--- config.mk ---
export PLATFORM = sky130hd
export DESIGN_NAME = mdu_iter
export DESIGN_NICKNAME = d
export VERILOG_FILES = /design/src/rtl/mdu_pkg.sv /design/src/rtl/mdu_abs_neg.sv /design/src/rtl/mdu_iter.sv
export SDC_FILE = /design/constraint.sdc
export NUM_CORES = 1
export LEC_CHECK = 0
export BUFFER_PORTS_ARGS = -buffer_cell sky130_fd_sc_hd__clkbuf_2
export CAP_MARGIN = 20
export CORE_UTILIZATION = 35
export CTS_CLUSTER_DIAMETER = 150
export DETAILED_ROUTE_END_ITERATION = 6
export PLACE_DENSITY = 0.53
export SETUP_SLACK_MARGIN = 0.15
export SYNTH_ARGS = -nofsm -noshare
export SYNTH_HDL_FRONTEND = slang
export SYNTH_SLANG_ARGS = --single-unit
--- constraint.sdc ---
create_clock -name clk -period 6.02 [get_ports clk]
set_clock_uncertainty 0.1 [all_clocks]
set_input_delay 0.903 -clock clk [delete_from_list [all_inputs] [get_ports clk]]
set_output_delay 0.903 -clock clk [all_outputs]
set_load 0.01 [all_outputs]
--- src/rtl/mdu_pkg.sv ---
// Shared encodings and sizing for the iterative multiply/divide unit.
package mdu_pkg;
    localparam int MDU_WIDTH = 32;
    localparam int MDU_ITER  = MDU_WIDTH;

    typedef enum logic [1:0] {
        MDU_MULT  = 2'b00,
        MDU_MULTU = 2'b01,
        MDU_DIV   = 2'b10,
        MDU_DIVU  = 2'b11
    } mdu_op_e;

    typedef enum logic [1:0] {
        S_IDLE = 2'b00,
        S_CALC = 2'b01,
        S_FIX  = 2'b10
    } mdu_state_e;
endpackage

--- src/rtl/mdu_abs_neg.sv ---
// Conditional two's-complement negate; yields |x| when neg_i = sign bit.
module mdu_abs_neg #(
    parameter int W = 32
) (
    input  logic [W-1:0] x_i,
    input  logic         neg_i,
    output logic [W-1:0] y_o
);
    assign y_o = neg_i ? (~x_i + 1'b1) : x_i;
endmodule

--- src/rtl/mdu_iter.sv ---
// Iterative MULT/MULTU/DIV/DIVU on magnitudes with HI/LO result registers.
module mdu_iter
    import mdu_pkg::*;
#(
    parameter int WIDTH = MDU_WIDTH
) (
    input  logic             clk,
    input  logic             reset,
    input  logic             start,
    input  logic [1:0]       op,
    input  logic [WIDTH-1:0] rs_data,
    input  logic [WIDTH-1:0] rt_data,
    input  logic             mthi,
    input  logic             mtlo,
    output logic             busy,
    output logic             done,
    output logic [WIDTH-1:0] hi,
    output logic [WIDTH-1:0] lo
);
    localparam int CW = $clog2(MDU_ITER);

    mdu_state_e         state_q, state_d;
    logic [CW-1:0]      cnt_q, cnt_d;
    logic [2*WIDTH-1:0] acc_q, acc_d;
    logic [WIDTH-1:0]   b_q, b_d;
    logic               is_div_q, is_div_d;
    logic               negq_q, negq_d;
    logic               negr_q, negr_d;
    logic [WIDTH-1:0]   hi_q, hi_d;
    logic [WIDTH-1:0]   lo_q, lo_d;
    logic               done_q, done_d;

    // Operand conditioning: unsigned ops never see a sign flag.
    logic             sa, sb, rt_zero;
    logic [WIDTH-1:0] abs_a, abs_b;
    assign sa      = ~op[0] & rs_data[WIDTH-1];
    assign sb      = ~op[0] & rt_data[WIDTH-1];
    assign rt_zero = (rt_data == '0);

    mdu_abs_neg #(.W(WIDTH)) u_abs_a (.x_i(rs_data), .neg_i(sa), .y_o(abs_a));
    mdu_abs_neg #(.W(WIDTH)) u_abs_b (.x_i(rt_data), .neg_i(sb), .y_o(abs_b));

    // Shift-add step: upper half accumulates, multiplier bits shift out the bottom.
    logic [WIDTH:0]     msum;
    logic [2*WIDTH-1:0] mul_nx;
    assign msum   = {1'b0, acc_q[2*WIDTH-1:WIDTH]} + {1'b0, (acc_q[0] ? b_q : {WIDTH{1'b0}})};
    assign mul_nx = {msum, acc_q[WIDTH-1:1]};

    // Restoring step: remainder in the upper half, quotient bits shift into the lower half.
    logic [WIDTH:0]     rem, trial;
    logic               qbit;
    logic [WIDTH-1:0]   rnew;
    logic [2*WIDTH-1:0] div_nx;
    assign rem    = {acc_q[2*WIDTH-1:WIDTH], acc_q[WIDTH-1]};
    assign trial  = rem - {1'b0, b_q};
    assign qbit   = ~trial[WIDTH];
    assign rnew   = qbit ? trial[WIDTH-1:0] : rem[WIDTH-1:0];
    assign div_nx = {rnew, acc_q[WIDTH-2:0], qbit};

    logic [2*WIDTH-1:0] prod_fix;
    logic [WIDTH-1:0]   quo_fix, rem_fix;
    mdu_abs_neg #(.W(2*WIDTH)) u_fix_p (.x_i(acc_q), .neg_i(negq_q), .y_o(prod_fix));
    mdu_abs_neg #(.W(WIDTH)) u_fix_q (.x_i(acc_q[WIDTH-1:0]), .neg_i(negq_q), .y_o(quo_fix));
    mdu_abs_neg #(.W(WIDTH)) u_fix_r (.x_i(acc_q[2*WIDTH-1:WIDTH]), .neg_i(negr_q), .y_o(rem_fix));

    always_comb begin
        state_d  = state_q;
        cnt_d    = cnt_q;
        acc_d    = acc_q;
        b_d      = b_q;
        is_div_d = is_div_q;
        negq_d   = negq_q;
        negr_d   = negr_q;
        hi_d     = hi_q;
        lo_d     = lo_q;
        done_d   = 1'b0;
        case (state_q)
            S_IDLE: begin
                if (start) begin
                    state_d  = S_CALC;
                    cnt_d    = '0;
                    acc_d    = {{WIDTH{1'b0}}, abs_a};
                    b_d      = abs_b;
                    is_div_d = op[1];
                    // Divide by zero keeps the all-ones quotient regardless of signs.
                    negq_d   = (sa ^ sb) & ~(op[1] & rt_zero);
                    negr_d   = sa;
                end else begin
                    if (mthi) hi_d = rs_data;
                    if (mtlo) lo_d = rs_data;
                end
            end
            S_CALC: begin
                acc_d = is_div_q ? div_nx : mul_nx;
                cnt_d = cnt_q + CW'(1);
                if (cnt_q == CW'(MDU_ITER - 1)) state_d = S_FIX;
            end
            S_FIX: begin
                if (is_div_q) begin
                    hi_d = rem_fix;
                    lo_d = quo_fix;
                end else begin
                    hi_d = prod_fix[2*WIDTH-1:WIDTH];
                    lo_d = prod_fix[WIDTH-1:0];
                end
                done_d  = 1'b1;
                state_d = S_IDLE;
            end
            default: state_d = S_IDLE;
        endcase
    end

    always_ff @(posedge clk or negedge reset) begin
        if (!reset) begin
            state_q  <= S_IDLE;
            cnt_q    <= '0;
            acc_q    <= '0;
            b_q      <= '0;
            is_div_q <= 1'b0;
            negq_q   <= 1'b0;
            negr_q   <= 1'b0;
            hi_q     <= '0;
            lo_q     <= '0;
            done_q   <= 1'b0;
        end else begin
            state_q  <= state_d;
            cnt_q    <= cnt_d;
            acc_q    <= acc_d;
            b_q      <= b_d;
            is_div_q <= is_div_d;
            negq_q   <= negq_d;
            negr_q   <= negr_d;
            hi_q     <= hi_d;
            lo_q     <= lo_d;
            done_q   <= done_d;
        end
    end

    assign busy = (state_q != S_IDLE);
    assign done = done_q;
    assign hi   = hi_q;
    assign lo   = lo_q;
endmodule
==> qor.yml <==
die_y_um: 204
wirelength_met1_um: 21800
crit_fanout: 23
power.switching_w: 0.00520
swShare: 0.514
grt_pass1_wl_um: 70900
area_delta_synth_final_pct: 11.6
numCtsBuffers: 17
critPathKind: "reg -> reg"
ant_nets: 0
routed_wl_um: 44700
ys.warnings.count: 0
drive_gt1_frac: 0.118
n_antenna_cell: 0
hp-class: "in -> async"
synth_seq_cells: 171
dpl_cell_area_sq_mm: 0.0153
rows: 73
endpoint: "acc_q[63]"
start_util: 0.357
final_nets: 1994
p_leak_nw: 6.74
wire_per_inst_um: 18.7
die-area_sq_mm: 0.0416
seq_area_sq_mm: 0.00428
grt_pass1_vias: 12700
cts_setup_buffers: 0
hpwl_um: 33600
track_usage: 0.217
finalMaxSlewViolations: 0
reg2reg_to: "acc_q[63]"
maxCapViolCount: 0
cts_tree: "done"
netlist_instances: 1783
ff2ff_path_depth: 14
vdd_ir_drop_max_mv: 0.236
routed-wl-met2_um: 19700
grt_remaining_overflow: 0
cts_resized: 0
timing.critical_path.to_type: "register"
p_int_w: 0.00493
final_area_sq_mm: 0.0159
htreeDepth: 4
comb_power_share: 0.641
ff2ff_setup_slack_ns: 1.42
hold_viol_final: 0
ctsHoldBuffers: 0
drc: 0
core-area_sq_mm: 0.0400
seq_power_share: 0.246
cts.sinks: 171
clk_latency_ns: 0.46
top_layer: "met4"
cp-start-kind: "register"
ys_seq_area_frac: 0.300
r2r_start: "acc_q[31]"
clk_pin_slew_worst_paths_ns: 0.08
crit_path_start: "acc_q[31]"
synth_edf_count: 0
final.min_clock_period_ns: 4.60
final_cell_mix: "nand2_1 (233), o21ai_0 (226), dfrtp_1 (170)"
vias: 13200
multi_input_area_sq_mm: 0.00931
routed-wl-met3_um: 2350
tns_ns: 0
fin_crit_sh: 0.764
critical_path_required_ns: 6.26
port-buffer-count: 136
syn_nets: 1926
die_w_um: 204
setup-violations-final: 0
dr.pass1.iters: 5
clock_path_buffers: 2
layout_commonest_cell: "nand2_1"
drt_iter0_markers: 884
max_freq_mhz: 217
syn_avg_cell_area_sq_um: 8.00
power_density_mw_per_mm2: 636
p_clk_frac: 0.113
grt_max_degree: 77
async_flop_share: 1.00
critical_path_arrival_ns: 4.84
fillCellCount: 4143
syn_area_sq_mm: 0.0143
slew_headroom: 0.282
viasPerCell: 5.53
ys.flop_type: "dfrtp_1"
gp_congestion: 0.938
cts-root-buf: "clkbuf_16"
worst_pin_slew_ns: 1.07
ios: 137
antenna_found_initial: 0
status: "finished clean"
grt_setup_unrepaired: "false"
ys_types: 74
[through the flow]
step / hold slack [ns] / util / cells / setup WS [ns] / total power (W)
2_1_floorplan: 0.349 / - / 1783 / 2.20 / 0.00704
3_3_place_gp: 0.363 / 0.383 / 2356 / 1.51 / 0.00888
3_5_place_dp: 0.370 / 0.383 / 2356 / 1.47 / 0.00892
4_1_cts: 0.370 / 0.397 / 2388 / 1.43 / 0.0101
5_1_grt: 0.396 / 0.398 / 2389 / 0.949 / 0.0110
6_report: 0.349 / 0.398 / 2389 / 1.42 / 0.0101
[critical path, stage by stage, from the launching register on]
cell,delay [ns]
dfrtp_1,0.50
inv_1,0.08
ha_1,0.23
fa_1,0.40
nor2b_1,0.22
o211ai_1,0.18
a32o_1,0.32
o21ai_0,0.32
a31oi_1,0.25
a221oi_1,0.32
buf_4,0.21
and2_1,0.70
o41a_1,0.24
nand4_1,0.10
a32o_1,0.32
[power groups by stage]
stage                     Clock [W]  Sequential (W)  Combinational, W
after detailed placement          0         0.00251           0.00641
after floorplan                   0         0.00226           0.00478
after CTS                   0.00116         0.00249           0.00644
after global routing        0.00121         0.00259           0.00724
final                       0.00114         0.00250           0.00649
after global placement            0         0.00249           0.00639
[per-layer routing]
layer | GRT usage | vias up
met2 | 0.339 | 381
met1 | 0.310 | 6259
li1 | - | 6515
met5 | 0 | -
met4 | 0.0618 | 0
met3 | 0.0305 | 47
[synthesized netlist by cell type (8+ instances only)]
library cell | n | share of area
nand2b_1 | 17 | 0.0075
a211oi_1 | 10 | 0.0053
a31oi_1 | 18 | 0.0079
inv_1 | 62 | 0.016
and3_1 | 10 | 0.0044
o21ai_0 | 226 | 0.079
clkbuf_1 | 81 | 0.021
o31ai_1 | 25 | 0.013
or4_1 | 11 | 0.0058
a21oi_1 | 108 | 0.038
o211ai_1 | 35 | 0.018
mux2_2 | 8 | 0.0063
xor2_1 | 87 | 0.053
nor3_1 | 27 | 0.0095
buf_1 | 14 | 0.0037
nand2_1 | 234 | 0.062
nor2b_1 | 16 | 0.0070
a22oi_1 | 11 | 0.0058
nand4_1 | 10 | 0.0044
or3_1 | 18 | 0.0079
a21o_1 | 28 | 0.015
nand3_1 | 41 | 0.014
xnor2_1 | 77 | 0.047
dfrtp_1 | 171 | 0.30
o41ai_1 | 12 | 0.0074
mux2i_1 | 100 | 0.070
and2_1 | 12 | 0.0053
nor4_1 | 10 | 0.0044
nor2_1 | 127 | 0.033
ha_1 | 70 | 0.061
[logic make-up (layout without fill, tap and decap cells)]
kind of cell,Yosys count,in the layout,synth area share
AND/OR/NAND/NOR,555,555,0.178
AO/OA/AOI/OAI,543,543,0.232
flip-flops,171,171,0.300
buffers and inverters,170,251,0.0486
XOR/XNOR,164,164,0.101
multiplexers,108,108,0.0765
adder cells (fa/ha/maj),72,72,0.0642
[worst min-delay path by stage]
stage                     startpoint  slack (ns)        to
final                          reset        0.35     lo[3]
after floorplan             cnt_q[3]        0.35  cnt_q[3]
after global routing           reset        0.40     lo[3]
after CTS                      reset        0.37     lo[3]
after global placement       b_q[14]        0.36   b_q[14]
after detailed placement     b_q[13]        0.37   b_q[13]
[cell type report]
type,count,area share
well taps,525,0.0413
repair buffers,156,0.0534
inverters,63,0.0149
clock buffers,18,0.0276
multi-input cells,1442,0.585
clock inverters,14,0.00959
flip-flops and latches,171,0.269
[registers in the layout, indices dropped and copies added (netlist names)]
register	cells
is_div_q	1
lo	32
acc_q	64
hi	32
negr_q	1
b_q	32
negq_q	1
state_q	2
cnt_q	5
done	1
Note: power is estimated with default switching activity, not from simulation.
